$ cat src/rtl/arcade_input_pkg.sv
// Shared direction indices, rank type and rotation helper for the arcade input conditioner.
package arcade_input_pkg;

  localparam int unsigned DIR_UP    = 3;
  localparam int unsigned DIR_DOWN  = 2;
  localparam int unsigned DIR_LEFT  = 1;
  localparam int unsigned DIR_RIGHT = 0;

  typedef logic [1:0] rank_t;

  // Quarter-turn remap: up<-left, down<-right, left<-down, right<-up.
  function automatic logic [3:0] rot90(input logic [3:0] dir4);
    logic [3:0] r;
    r[DIR_UP]    = dir4[DIR_LEFT];
    r[DIR_DOWN]  = dir4[DIR_RIGHT];
    r[DIR_LEFT]  = dir4[DIR_DOWN];
    r[DIR_RIGHT] = dir4[DIR_UP];
    return r;
  endfunction

endpackage

$ cat src/rtl/joy_dir_prio.sv
// One player's press-recency ranking and 4-way / 8-way direction resolution.
module joy_dir_prio
  import arcade_input_pkg::*;
(
  input  logic       clk,
  input  logic       RESET,
  input  logic [3:0] stable,
  input  logic       mode_8way,
  output logic [3:0] dir,
  output logic       active
);

  rank_t      rank_q [4];
  rank_t      rank_d [4];
  logic [3:0] prev_q;
  logic [3:0] rise;
  logic [3:0] dir_d;
  logic [3:0] dir_q;
  logic       active_q;
  logic       found;
  rank_t      best;
  logic [2:0] n;

  always_comb begin
    rise  = stable & ~prev_q;
    n     = '0;
    found = 1'b0;
    best  = '0;
    // Rising dirs take the top ranks (up first); the rest keep relative order below them.
    for (int d = 0; d < 4; d++) begin
      n = '0;
      for (int e = 0; e < 4; e++) begin
        if (rise[d]) begin
          if (rise[e] && e > d) n = n + 3'd1;
        end else if (!rise[e] && rank_q[e] < rank_q[d]) begin
          n = n + 3'd1;
        end
      end
      rank_d[d] = rise[d] ? 2'(3'd3 - n) : 2'(n);
    end

    dir_d = '0;
    if (mode_8way) begin
      dir_d = stable;
      if (stable[DIR_UP] && stable[DIR_DOWN]) begin
        if (rank_d[DIR_UP] > rank_d[DIR_DOWN]) dir_d[DIR_DOWN] = 1'b0;
        else                                   dir_d[DIR_UP]   = 1'b0;
      end
      if (stable[DIR_LEFT] && stable[DIR_RIGHT]) begin
        if (rank_d[DIR_LEFT] > rank_d[DIR_RIGHT]) dir_d[DIR_RIGHT] = 1'b0;
        else                                      dir_d[DIR_LEFT]  = 1'b0;
      end
    end else begin
      for (int d = 0; d < 4; d++) begin
        if (stable[d] && (!found || rank_d[d] > best)) begin
          found    = 1'b1;
          best     = rank_d[d];
          dir_d    = '0;
          dir_d[d] = 1'b1;
        end
      end
    end
  end

  always_ff @(posedge clk or posedge RESET) begin
    if (RESET) begin
      for (int d = 0; d < 4; d++) rank_q[d] <= 2'(d);
      prev_q   <= '0;
      dir_q    <= '0;
      active_q <= 1'b0;
    end else begin
      rank_q   <= rank_d;
      prev_q   <= stable;
      dir_q    <= dir_d;
      active_q <= |dir_d;
    end
  end

  assign dir    = dir_q;
  assign active = active_q;

endmodule

$ cat src/rtl/arcade_joy_cond.sv
// Per-player joystick/coin conditioner: sync, ce-qualified debounce, rotation,
// 4/8-way resolution and coin pulse shaping.
module arcade_joy_cond
  import arcade_input_pkg::*;
#(
  parameter int unsigned NPLAYERS = 2,
  parameter int unsigned DEB_CNT  = 4,
  parameter int unsigned COIN_MIN = 8
) (
  input  logic                  clk,
  input  logic                  RESET,
  input  logic                  ce,
  input  logic                  mode_8way,
  input  logic                  rotate,
  input  logic [NPLAYERS*4-1:0] joy_in,
  input  logic [NPLAYERS-1:0]   coin_in,
  output logic [NPLAYERS*4-1:0] joy_out,
  output logic [NPLAYERS-1:0]   coin_out,
  output logic [NPLAYERS-1:0]   active
);

  localparam int unsigned CntW = $clog2(DEB_CNT + 1);
  localparam int unsigned TmrW = $clog2(COIN_MIN + 1);

  for (genvar p = 0; p < NPLAYERS; p++) begin : g_player
    // Bit 4 carries the coin button; bits 3:0 the directions.
    logic [4:0]      sync1_q, sync2_q, stable_q, stable_d, deb_in;
    logic [CntW-1:0] cnt_q [5];
    logic [CntW-1:0] cnt_d [5];
    logic            cprev_q;
    logic [TmrW-1:0] timer_q, timer_d;
    logic            coin_q;

    assign deb_in = {sync2_q[4], rotate ? rot90(sync2_q[3:0]) : sync2_q[3:0]};

    always_comb begin
      stable_d = stable_q;
      cnt_d    = cnt_q;
      if (ce) begin
        for (int b = 0; b < 5; b++) begin
          if (deb_in[b] == stable_q[b]) begin
            cnt_d[b] = '0;
          end else if (cnt_q[b] == CntW'(DEB_CNT - 1)) begin
            stable_d[b] = deb_in[b];
            cnt_d[b]    = '0;
          end else begin
            cnt_d[b] = cnt_q[b] + 1'b1;
          end
        end
      end

      timer_d = timer_q;
      if (timer_q != '0) begin
        if (ce) timer_d = timer_q - 1'b1;
      end else if (stable_q[4] && !cprev_q) begin
        timer_d = TmrW'(COIN_MIN);
      end
    end

    always_ff @(posedge clk or posedge RESET) begin
      if (RESET) begin
        sync1_q  <= '0;
        sync2_q  <= '0;
        stable_q <= '0;
        for (int b = 0; b < 5; b++) cnt_q[b] <= '0;
        cprev_q  <= 1'b0;
        timer_q  <= '0;
        coin_q   <= 1'b0;
      end else begin
        sync1_q  <= {coin_in[p], joy_in[4*p +: 4]};
        sync2_q  <= sync1_q;
        stable_q <= stable_d;
        cnt_q    <= cnt_d;
        cprev_q  <= stable_q[4];
        timer_q  <= timer_d;
        coin_q   <= (timer_d != '0);
      end
    end

    joy_dir_prio u_prio (
      .clk       (clk),
      .RESET     (RESET),
      .stable    (stable_q[3:0]),
      .mode_8way (mode_8way),
      .dir       (joy_out[4*p +: 4]),
      .active    (active[p])
    );

    assign coin_out[p] = coin_q;
  end

endmodule

$ cat config.mk
export PLATFORM = sky130hd
export DESIGN_NAME = arcade_joy_cond
export DESIGN_NICKNAME = d
export VERILOG_FILES = /design/src/rtl/arcade_input_pkg.sv /design/src/rtl/joy_dir_prio.sv /design/src/rtl/arcade_joy_cond.sv
export SDC_FILE = /design/constraint.sdc
export NUM_CORES = 1
export LEC_CHECK = 0
export BUFFER_PORTS_ARGS = -buffer_cell sky130_fd_sc_hd__buf_4
export CAP_MARGIN = 5
export CORE_MARGIN = 3
export CORE_UTILIZATION = 60
export DETAILED_ROUTE_END_ITERATION = 10
export GPL_TIMING_DRIVEN = 1
export HOLD_SLACK_MARGIN = 0.03
export PLACE_DENSITY = 0.78
export SYNTH_ARGS = -nofsm -noshare
export SYNTH_HDL_FRONTEND = slang
export SYNTH_SLANG_ARGS = --single-unit
$ cat constraint.sdc
create_clock -name clk -period 7.25 [get_ports clk]
set_clock_uncertainty 0.2 [all_clocks]
set_input_delay 0.3625 -clock clk [delete_from_list [all_inputs] [get_ports clk]]
set_output_delay 0.3625 -clock clk [all_outputs]
set_load 0.1 [all_outputs]
==> results.ini, run 1 <==
[finish]
nets=738
synthToLayoutAreaGrowth_pct=9.47
drive_gt1_share_pct=12.0
multiInputGateArea_mm2=0.00316
diodes=0
regArea_mm2=0.00266
num-fill-cells=759

[sta]
slew_violations=0
slew_headroom_pct=34.4
tightest_slew_ns=0.984
finalHoldViolations=0
rsz0062_at_grt=no
fmax_mhz=153
finalSetupViolations=0
final.setup.tns_ns=0
layout_setup_ws_ns=0.700
finalCritPeriodShare_pct=90.3
period_needed_ns=6.55

[cts]
cts_tree=built
cts.path.max_buffers=2
clk_latency_ns=0.37
clk_pin_slew_worst_paths_ns=0.10
clock_sinks=106
ctsResizeCount=0
cts_max_level=3
cts_buffers=9
clock-root-buffer=clkbuf_8

[outcome]
status=finished, final reports clean

[setup_path]
crit_path_max_incr_delay_ns=0.52
arrival_ns=6.60
worstSetupPathDepth=30
reg2regPathDepth=30
path_max_fanout=4
crit_type=flip-flop to flip-flop
end_kind=flip-flop
cpMaxStageDelayCell=or4b_1
crit_buf_inv=1
crit_family=compound AO/OA/AOI/OAI gates
crit_required_ns=7.30
crit_path_start_kind=flip-flop
crit_path_frequent_cell=ha_1

[global_route]
overflow=0
grt_max_degree=84
grt_pass1_wl_um=20000
grtUsageTotal_pct=21.5
grt_antenna_before_repair=0
grt_pass1_vias=4421

[die]
initial_core_util_pct=62.4
coreArea_mm2=0.00991
die-width_um=107
die_h_um=107
ios=27
rows=36
die-area_mm2=0.0116

[synthesis]
ys_types=61
synthCells=626
synth_warnings=0
synthTopCellsByArea=dfrtp_1 40%, ha_1 14%, nand2_1 4.1%
avgSynthCellArea_um2=9.87
netlist.area_leader.share_pct=39.7
synth_top_area_cell=dfrtp_1
synth_area_mm2=0.00618
ys_seq_elements=106
ys.flop_type=dfrtp_1
ys_seq_area_share_pct=43.1
synth_edf_count=0
synth_nets=708
synth_async_sr_flop_share_pct=100

[drt]
met3_length_um=419
antenna_left=0
num_vias=4412
top_layer_used=met4
drc=0
wire_per_inst_um=14.5
firstDrtPassIters=4
drt-met1-wl_um=5180
drt-initial-drc-count=203
wl_met2_um=5700
wl_um=11500
viasPerCell=5.56

[worst_hold_path]
min_path_cells=2
hold_path.class=input pin to flip-flop

[placed_design]
gp_congestion=0.882
place_ws_ns=0.779
hpwl_um=8580
io_buffers=26

[flow_run]
max_cap_viol_count=0

-- synthesized netlist by cell type (7+ instances only) --
cell and count:
mux2i_1 11, inv_1 64, nand2b_1 9, xnor2_1 17, nand3b_1 10, a31oi_1 7, o21ai_0 40, nand2_1 68
a21oi_1 24, dfstp_2 8, o22ai_1 12, nor2b_1 23, dfrtp_1 98, nor2_1 24, mux2_2 14, o211ai_1 8
a21boi_0 10, nor3_1 10, xor2_1 9, nand3_1 11, ha_1 67, clkbuf_1 8
-- registers in the layout, indices dropped and copies added (netlist names) --
signal / cells
g_player.stable_q: 10
g_player.coin_q: 2
g_player.u_prio.prev_q: 8
g_player.sync1_q: 10
g_player.cprev_q: 2
g_player.u_prio.rank_q: 16
g_player.u_prio.dir: 8
g_player.cnt_q: 30
g_player.sync2_q: 10
g_player.timer_q: 8
g_player.u_prio.active: 2
-- layer usage --
metal / global-route usage, % / vias to the layer above
met5: 0 / -
met1: 27.7 / 2109
met2: 36.3 / 70
li1: - / 2216
met3: 3.84 / 17
met4: 7.75 / 0
-- through the flow --
| step | cells | hold slack, ns | util (%) | cell area [um2] |
|---|---|---|---|---|
| global route | 794 | 0.0736 | 68.3 | 6770 |
| floorplan | 626 | 0.131 | - | 6180 |
| global placement | 767 | 0.132 | 65.1 | 6450 |
| finish | 794 | 0.0783 | 68.3 | 6770 |
| detailed placement | 767 | 0.136 | 65.1 | 6450 |
| CTS | 794 | 0.0558 | 68.3 | 6770 |
-- cells by family (layout without fill, tap and decap cells) --
logic type / after synthesis / after routing / synth area share, %
flip-flops: 106 / 106 / 43.1
multiplexers: 29 / 29 / 5.43
XOR/XNOR: 26 / 26 / 3.68
AND/OR/NAND/NOR: 178 / 178 / 14.7
adder cells (fa/ha/maj): 67 / 67 / 13.6
buffers and inverters: 85 / 120 / 5.81
AO/OA/AOI/OAI: 135 / 135 / 13.8
-- final timing paths --
check	start	end	slack, ns
setup / recovery	g_player[1].u_prio.rank_q[5]	g_player[1].u_prio.active	0.70
hold / removal	mode_8way	g_player[1].u_prio.dir[3]	0.08
setup reg to reg	g_player[1].u_prio.rank_q[5]	g_player[1].u_prio.active	0.70
hold reg to reg	g_player[0].sync1_q[2]	g_player[0].sync2_q[2]	0.16
max in group asynchronous	RESET	g_player[1].sync1_q[3]	5.26
min in group asynchronous	RESET	g_player[1].u_prio.rank_q[2]	0.30
-- area by class of cell --
cell class | count | area share [%]
repair buffers | 38 | 4.62
flip-flops and latches | 106 | 39.3
inverters | 66 | 3.77
clock buffers | 10 | 2.03
multi-input cells | 435 | 46.7
clock inverters | 6 | 1.07
well taps | 133 | 2.46
-- what timing repair did --
item	CTS	global route
hold buffers	11	0
endpoints found under the hold margin	30	0
buffers inserted	0	0
-- cell usage in the layout (no fill, tap or decap), drive strengths merged, types with 11 or more instances in the layout --
cell / instances
nand3: 11
dlygate4sd3: 11
mux2i: 12
inv: 67
nor3: 11
mux2: 17
nor2: 25
xnor2: 17
a21boi: 12
buf: 27
dfrtp: 98
o22ai: 12
ha: 67
a21oi: 24
o21ai: 46
nand2: 68
nor2b: 24
Power of run 1 is not shown: default switching activity piles up to over one toggle a cycle in this logic, so the estimate is an artifact.
==> run 2: changes to the inputs <==
- PLACE_DENSITY: 0.78 -> not set
- PLACE_DENSITY_LB_ADDON: not set -> 0.15
==> results.ini, run 2 (synthesized netlist as in run 1, its figures left out) <==
[flow_run]
max_cap_viol_count=0  ; unchanged

[sta]
slew_headroom_pct=35.9  ; +1.5 points
finalCritPeriodShare_pct=91.6  ; +1.2 points
period_needed_ns=6.64  ; +0.0906 ns
rsz0062_at_grt=no
final.setup.tns_ns=0  ; unchanged
slew_violations=0  ; unchanged
fmax_mhz=151  ; -1.4%
finalSetupViolations=0  ; unchanged
tightest_slew_ns=0.961  ; -0.0223 ns
finalHoldViolations=0  ; unchanged
worst_hold_slack_ns=0.137  ; +0.0589 ns

[drt]
met3_length_um=267  ; -36%
drt-met1-wl_um=5340  ; +3.1%
wl_met2_um=5310  ; -6.7%
firstDrtPassIters=4  ; unchanged
wl_um=11100  ; -4.0%
viasPerCell=5.48  ; -1.4%
num_vias=4351  ; -1.4%
drt-initial-drc-count=197  ; -3.0%
top_layer_used=met4
wire_per_inst_um=13.9  ; -4.0%
drc=0  ; unchanged
antenna_left=0  ; unchanged

[die]
coreArea_mm2=0.00991  ; unchanged
die-width_um=107  ; unchanged
die_h_um=107  ; unchanged
rows=36  ; unchanged
die-area_mm2=0.0116  ; unchanged
initial_core_util_pct=62.4  ; unchanged
ios=27  ; unchanged

[setup_path]
r2r-end=g_player[1].u_prio.active
ff2ff_setup_slack_ns=0.61  ; -0.09 ns
reg2regPathDepth=30  ; unchanged
crit_required_ns=7.29  ; about the same
r2r_start=g_player[1].u_prio.rank_q[5]
crit_path_start_kind=flip-flop
path_max_fanout=4  ; unchanged
arrival_ns=6.68  ; +0.08 ns
crit_type=flip-flop to flip-flop
cpMaxStageDelayCell=or4b_1
end_kind=flip-flop
crit_path_frequent_cell=ha_1
crit_path_max_incr_delay_ns=0.53  ; about the same

[global_route]
grtUsageTotal_pct=20.9  ; -0.59 points
grt_antenna_before_repair=0  ; unchanged
grt_pass1_wl_um=19600  ; -2.0%
overflow=0  ; unchanged
grt_max_degree=79  ; -6.0%
grt_pass1_vias=4342  ; -1.8%

[worst_hold_path]
worstHoldStart=mode_8way
min_to=g_player[1].u_prio.dir[2]
hold_path.class=input pin to flip-flop
min_path_cells=3  ; +1

[finish]
drive_gt1_share_pct=12.0  ; unchanged
layout_common_cells=98 x dfrtp_1, 68 x nand2_1, 67 x ha_1, 63 x inv_1, 39 x o21ai_0
num-fill-cells=771  ; +1.6%
diodes=0  ; unchanged
largest_reg_flops=30  ; unchanged
synthToLayoutAreaGrowth_pct=9.09
reg_top3=g_player.cnt_q: 30 flops, g_player.u_prio.rank_q: 16 flops
regArea_mm2=0.00266  ; unchanged
layout_commonest_cell=dfrtp_1
multiInputGateArea_mm2=0.00316  ; unchanged
regMostFlops=g_player.cnt_q
nets=739  ; +0.14%

[cts]
cts_buffers=9  ; unchanged
cts_tree=built
clk_pin_slew_worst_paths_ns=0.11  ; about the same
cts.path.max_buffers=2  ; unchanged
cts_max_level=3  ; unchanged
clock-root-buffer=clkbuf_8
clk_latency_ns=0.36  ; about the same
clock_sinks=106  ; unchanged

[placed_design]
io_buffers=26  ; unchanged
hpwl_um=8360  ; -2.5%
gp_congestion=0.822  ; -6.8%

[outcome]
status=finished, final reports clean

[run 2: critical path: cells and delay by family (launching register included)]
| family | cells | cell delay [ns] |
|---|---|---|
| AOI/OAI and AO/OA | 14 | 2.32 |
| adders and majority gates | 5 | 1.49 |
| and+or+nand+nor | 7 | 1.31 |
| muxes | 2 | 0.60 |
| DFF | 1 | 0.37 |
| xor gates and xnor gates | 1 | 0.16 |
| buffers and inverters | 1 | 0.07 |
[run 2: metal layers]
layer	global-route usage (%)	up-vias
met4	6.13	0
met3	2.70	13
met2	34.9	60
met1	28.7	2059
li1	-	2219
met5	0	-
[run 2: per-stage QoR]
stage	cell area [um2]	worst slack, ns	cells	util, %
after floorplan	6180	1.35	626	-
after global placement	6450	1.03	768	65.1
after detailed placement	6450	0.634	768	65.1
after CTS	6740	0.583	794	68.0
after global routing	6740	0.0129	794	68.0
final	6740	0.609	794	68.0
[run 2: final cells by class]
type / instances / area share, %
flip-flops and latches: 106 / 39.5
clock buffers: 9 / 1.84
clock inverters: 6 / 0.816
multi-input cells: 435 / 46.9
repair buffers: 39 / 4.75
inverters: 66 / 3.79
well taps: 133 / 2.47
[run 2: worst max path at each step]
stage                            startpoint                   endpoint  slack [ns]  depth (start not counted)
2_1_floorplan  g_player[1].u_prio.rank_q[5]  g_player[1].u_prio.active        1.35                         30
3_3_place_gp   g_player[1].u_prio.rank_q[5]  g_player[1].u_prio.active        1.03                         30
3_5_place_dp   g_player[1].u_prio.rank_q[5]  g_player[1].u_prio.active        0.63                         30
4_1_cts        g_player[1].u_prio.rank_q[5]  g_player[1].u_prio.active        0.58                         30
5_1_grt        g_player[1].u_prio.rank_q[5]  g_player[1].u_prio.active        0.01                         30
6_report       g_player[1].u_prio.rank_q[5]  g_player[1].u_prio.active        0.61                         30
[run 2: what timing repair did]
action	in CTS	in global routing
resized for setup	0	1
hold buffers	11	0
setup buffers	0	0
setup endpoints to repair	0	1
hold endpoints to repair	38	0
Power of run 2 is left out for the same reason.
==> run 3: changes to the inputs <==
- CORE_MARGIN: 3 -> not set
- CORE_UTILIZATION: 60 -> 32
==> results.ini, run 3 (synthesized netlist as in run 1, its figures left out) <==
[finish]
multiInputGateArea_mm2=0.00316  ; unchanged
layout_common_cells=98 x dfrtp_1, 68 x nand2_1, 67 x ha_1, 63 x inv_1, 40 x o21ai_0
layout_commonest_cell=dfrtp_1
reg_top3=g_player.cnt_q: 30 flops, g_player.u_prio.rank_q: 16 flops
num-fill-cells=1838  ; +140%
synthToLayoutAreaGrowth_pct=13.3
diodes=0  ; unchanged
regArea_mm2=0.00266  ; unchanged
drive_gt1_share_pct=12.1  ; +0.13 points
regMostFlops=g_player.cnt_q
largest_reg_flops=30  ; unchanged
nets=740  ; +0.14%

[setup_path]
crit_path_start_kind=flip-flop
cpMaxStageDelayCell=or4b_1
crit_path_end=g_player[1].u_prio.active
r2r_start=g_player[1].u_prio.rank_q[5]
end_kind=flip-flop
ff2ff_setup_slack_ns=0.76  ; +0.15 ns
arrival_ns=6.52  ; -0.16 ns
critical_path.startpoint=g_player[1].u_prio.rank_q[5]
crit_path_frequent_cell=ha_1
r2r-end=g_player[1].u_prio.active
crit_buf_inv=1  ; unchanged
path_max_fanout=4  ; unchanged
crit_family=compound AO/OA/AOI/OAI gates
worstSetupPathDepth=30  ; unchanged
crit_type=flip-flop to flip-flop
crit_path_max_incr_delay_ns=0.51  ; -0.02 ns
reg2regPathDepth=30  ; unchanged
crit_required_ns=7.28  ; about the same

[global_route]
grtUsageTotal_pct=13.1  ; -7.8 points
grt_antenna_before_repair=0  ; unchanged
grt_max_degree=81  ; +2.5%
overflow=0  ; unchanged
grt_pass1_wl_um=20700  ; +6.0%
grt_pass1_vias=4300  ; -0.97%

[sta]
slew_violations=0  ; unchanged
period_needed_ns=6.49  ; -0.147 ns
slew_headroom_pct=33.1  ; -2.8 points
final.setup.tns_ns=0  ; unchanged
tightest_slew_ns=1.00  ; +0.0423 ns
finalHoldViolations=0  ; unchanged
finalCritPeriodShare_pct=89.6  ; -2.0 points
rsz0062_at_grt=no
fmax_mhz=154  ; +2.3%
finalSetupViolations=0  ; unchanged

[drt]
wire_per_inst_um=13.1  ; -6.3%
num_vias=4345  ; -0.14%
drc=0  ; unchanged
viasPerCell=4.71  ; -14%
firstDrtPassIters=4  ; unchanged
antenna_left=0  ; unchanged
drt-initial-drc-count=184  ; -6.6%
wl_um=12100  ; +8.8%

[die]
die_h_um=141  ; +31%
ios=27  ; unchanged
coreArea_mm2=0.0188  ; +90%
rows=50  ; +39%
die-area_mm2=0.0199  ; +72%
die-width_um=141  ; +31%
initial_core_util_pct=32.8  ; -30 points

[cts]
ctsResizeCount=0  ; unchanged
clock-root-buffer=clkbuf_16
cts_tree=built
clk_pin_slew_worst_paths_ns=0.07  ; -0.04 ns
cts.path.max_buffers=2  ; unchanged
clock_sinks=106  ; unchanged
cts_max_level=3  ; unchanged
clk_latency_ns=0.35  ; about the same
cts_buffers=9  ; unchanged

[worst_hold_path]
hold_path.class=input pin to flip-flop

[placed_design]
io_buffers=26  ; unchanged
gp_congestion=0.819  ; -0.43%
hpwl_um=9000  ; +7.7%

[outcome]
status=finished, final reports clean

[flow_run]
max_cap_viol_count=0  ; unchanged

## run 3: stage by stage
step                hold slack [ns]  worst slack (ns)  utilization [%]  std cells  instance area, um2
finish                        0.122             0.756             37.2        922                7010
global route                  0.110             0.196             37.2        922                7010
CTS                          0.0985             0.778             37.2        922                7010
detailed placement            0.135             0.807             35.2        896                6620
global placement              0.133             0.966             35.2        896                6620
floorplan                     0.131              1.35                -        626                6180
## run 3: worst min path at each step
stage / to / cells past startpoint / slack (ns) / from
global route: g_player[1].u_prio.dir[3] / 2 / 0.11 / mode_8way
floorplan: g_player[0].sync2_q[0] / 0 / 0.13 / g_player[0].sync1_q[0]
finish: g_player[1].u_prio.dir[3] / 2 / 0.12 / mode_8way
global placement: g_player[1].sync2_q[3] / 0 / 0.13 / g_player[1].sync1_q[3]
CTS: g_player[1].u_prio.dir[3] / 2 / 0.1 / mode_8way
detailed placement: g_player[0].sync2_q[2] / 0 / 0.13 / g_player[0].sync1_q[2]
## run 3: final cells by class
class | count | area share, %
Sequential cell | 106 | 38.0
Clock inverter | 6 | 0.714
Inverter | 66 | 3.64
Multi-Input combinational cell | 435 | 45.1
Tap cell | 260 | 4.64
Clock buffer | 9 | 3.21
Timing Repair Buffer | 40 | 4.68
## run 3: per-layer routing
metal / track usage [%] / part of all wire (%) / vias up
met5: 0 / 0 / -
met4: 3.20 / 0.85 / 0
met1: 16.9 / 49 / 2062
met3: 3.50 / 3.5 / 8
li1: - / - / 2218
met2: 22.0 / 47 / 57
## run 3: repair_timing
action / in CTS / in global routing
hold buffers: 11 / 0
buffers inserted: 0 / 0
setup endpoints to repair: 0 / 0
endpoints found under the hold margin: 28 / 0
## run 3: worst register-to-register path, delay by kind of cell, from the launching register on
| family | cells | cell delay [ns] |
|---|---|---|
| fa+ha+maj | 5 | 1.55 |
| xor+xnor | 1 | 0.16 |
| flops | 1 | 0.35 |
| compound gates | 14 | 2.26 |
| simple gates | 7 | 1.27 |
| mux | 2 | 0.54 |
| buf+inv | 1 | 0.06 |
Power of run 3 is left out for the same reason.
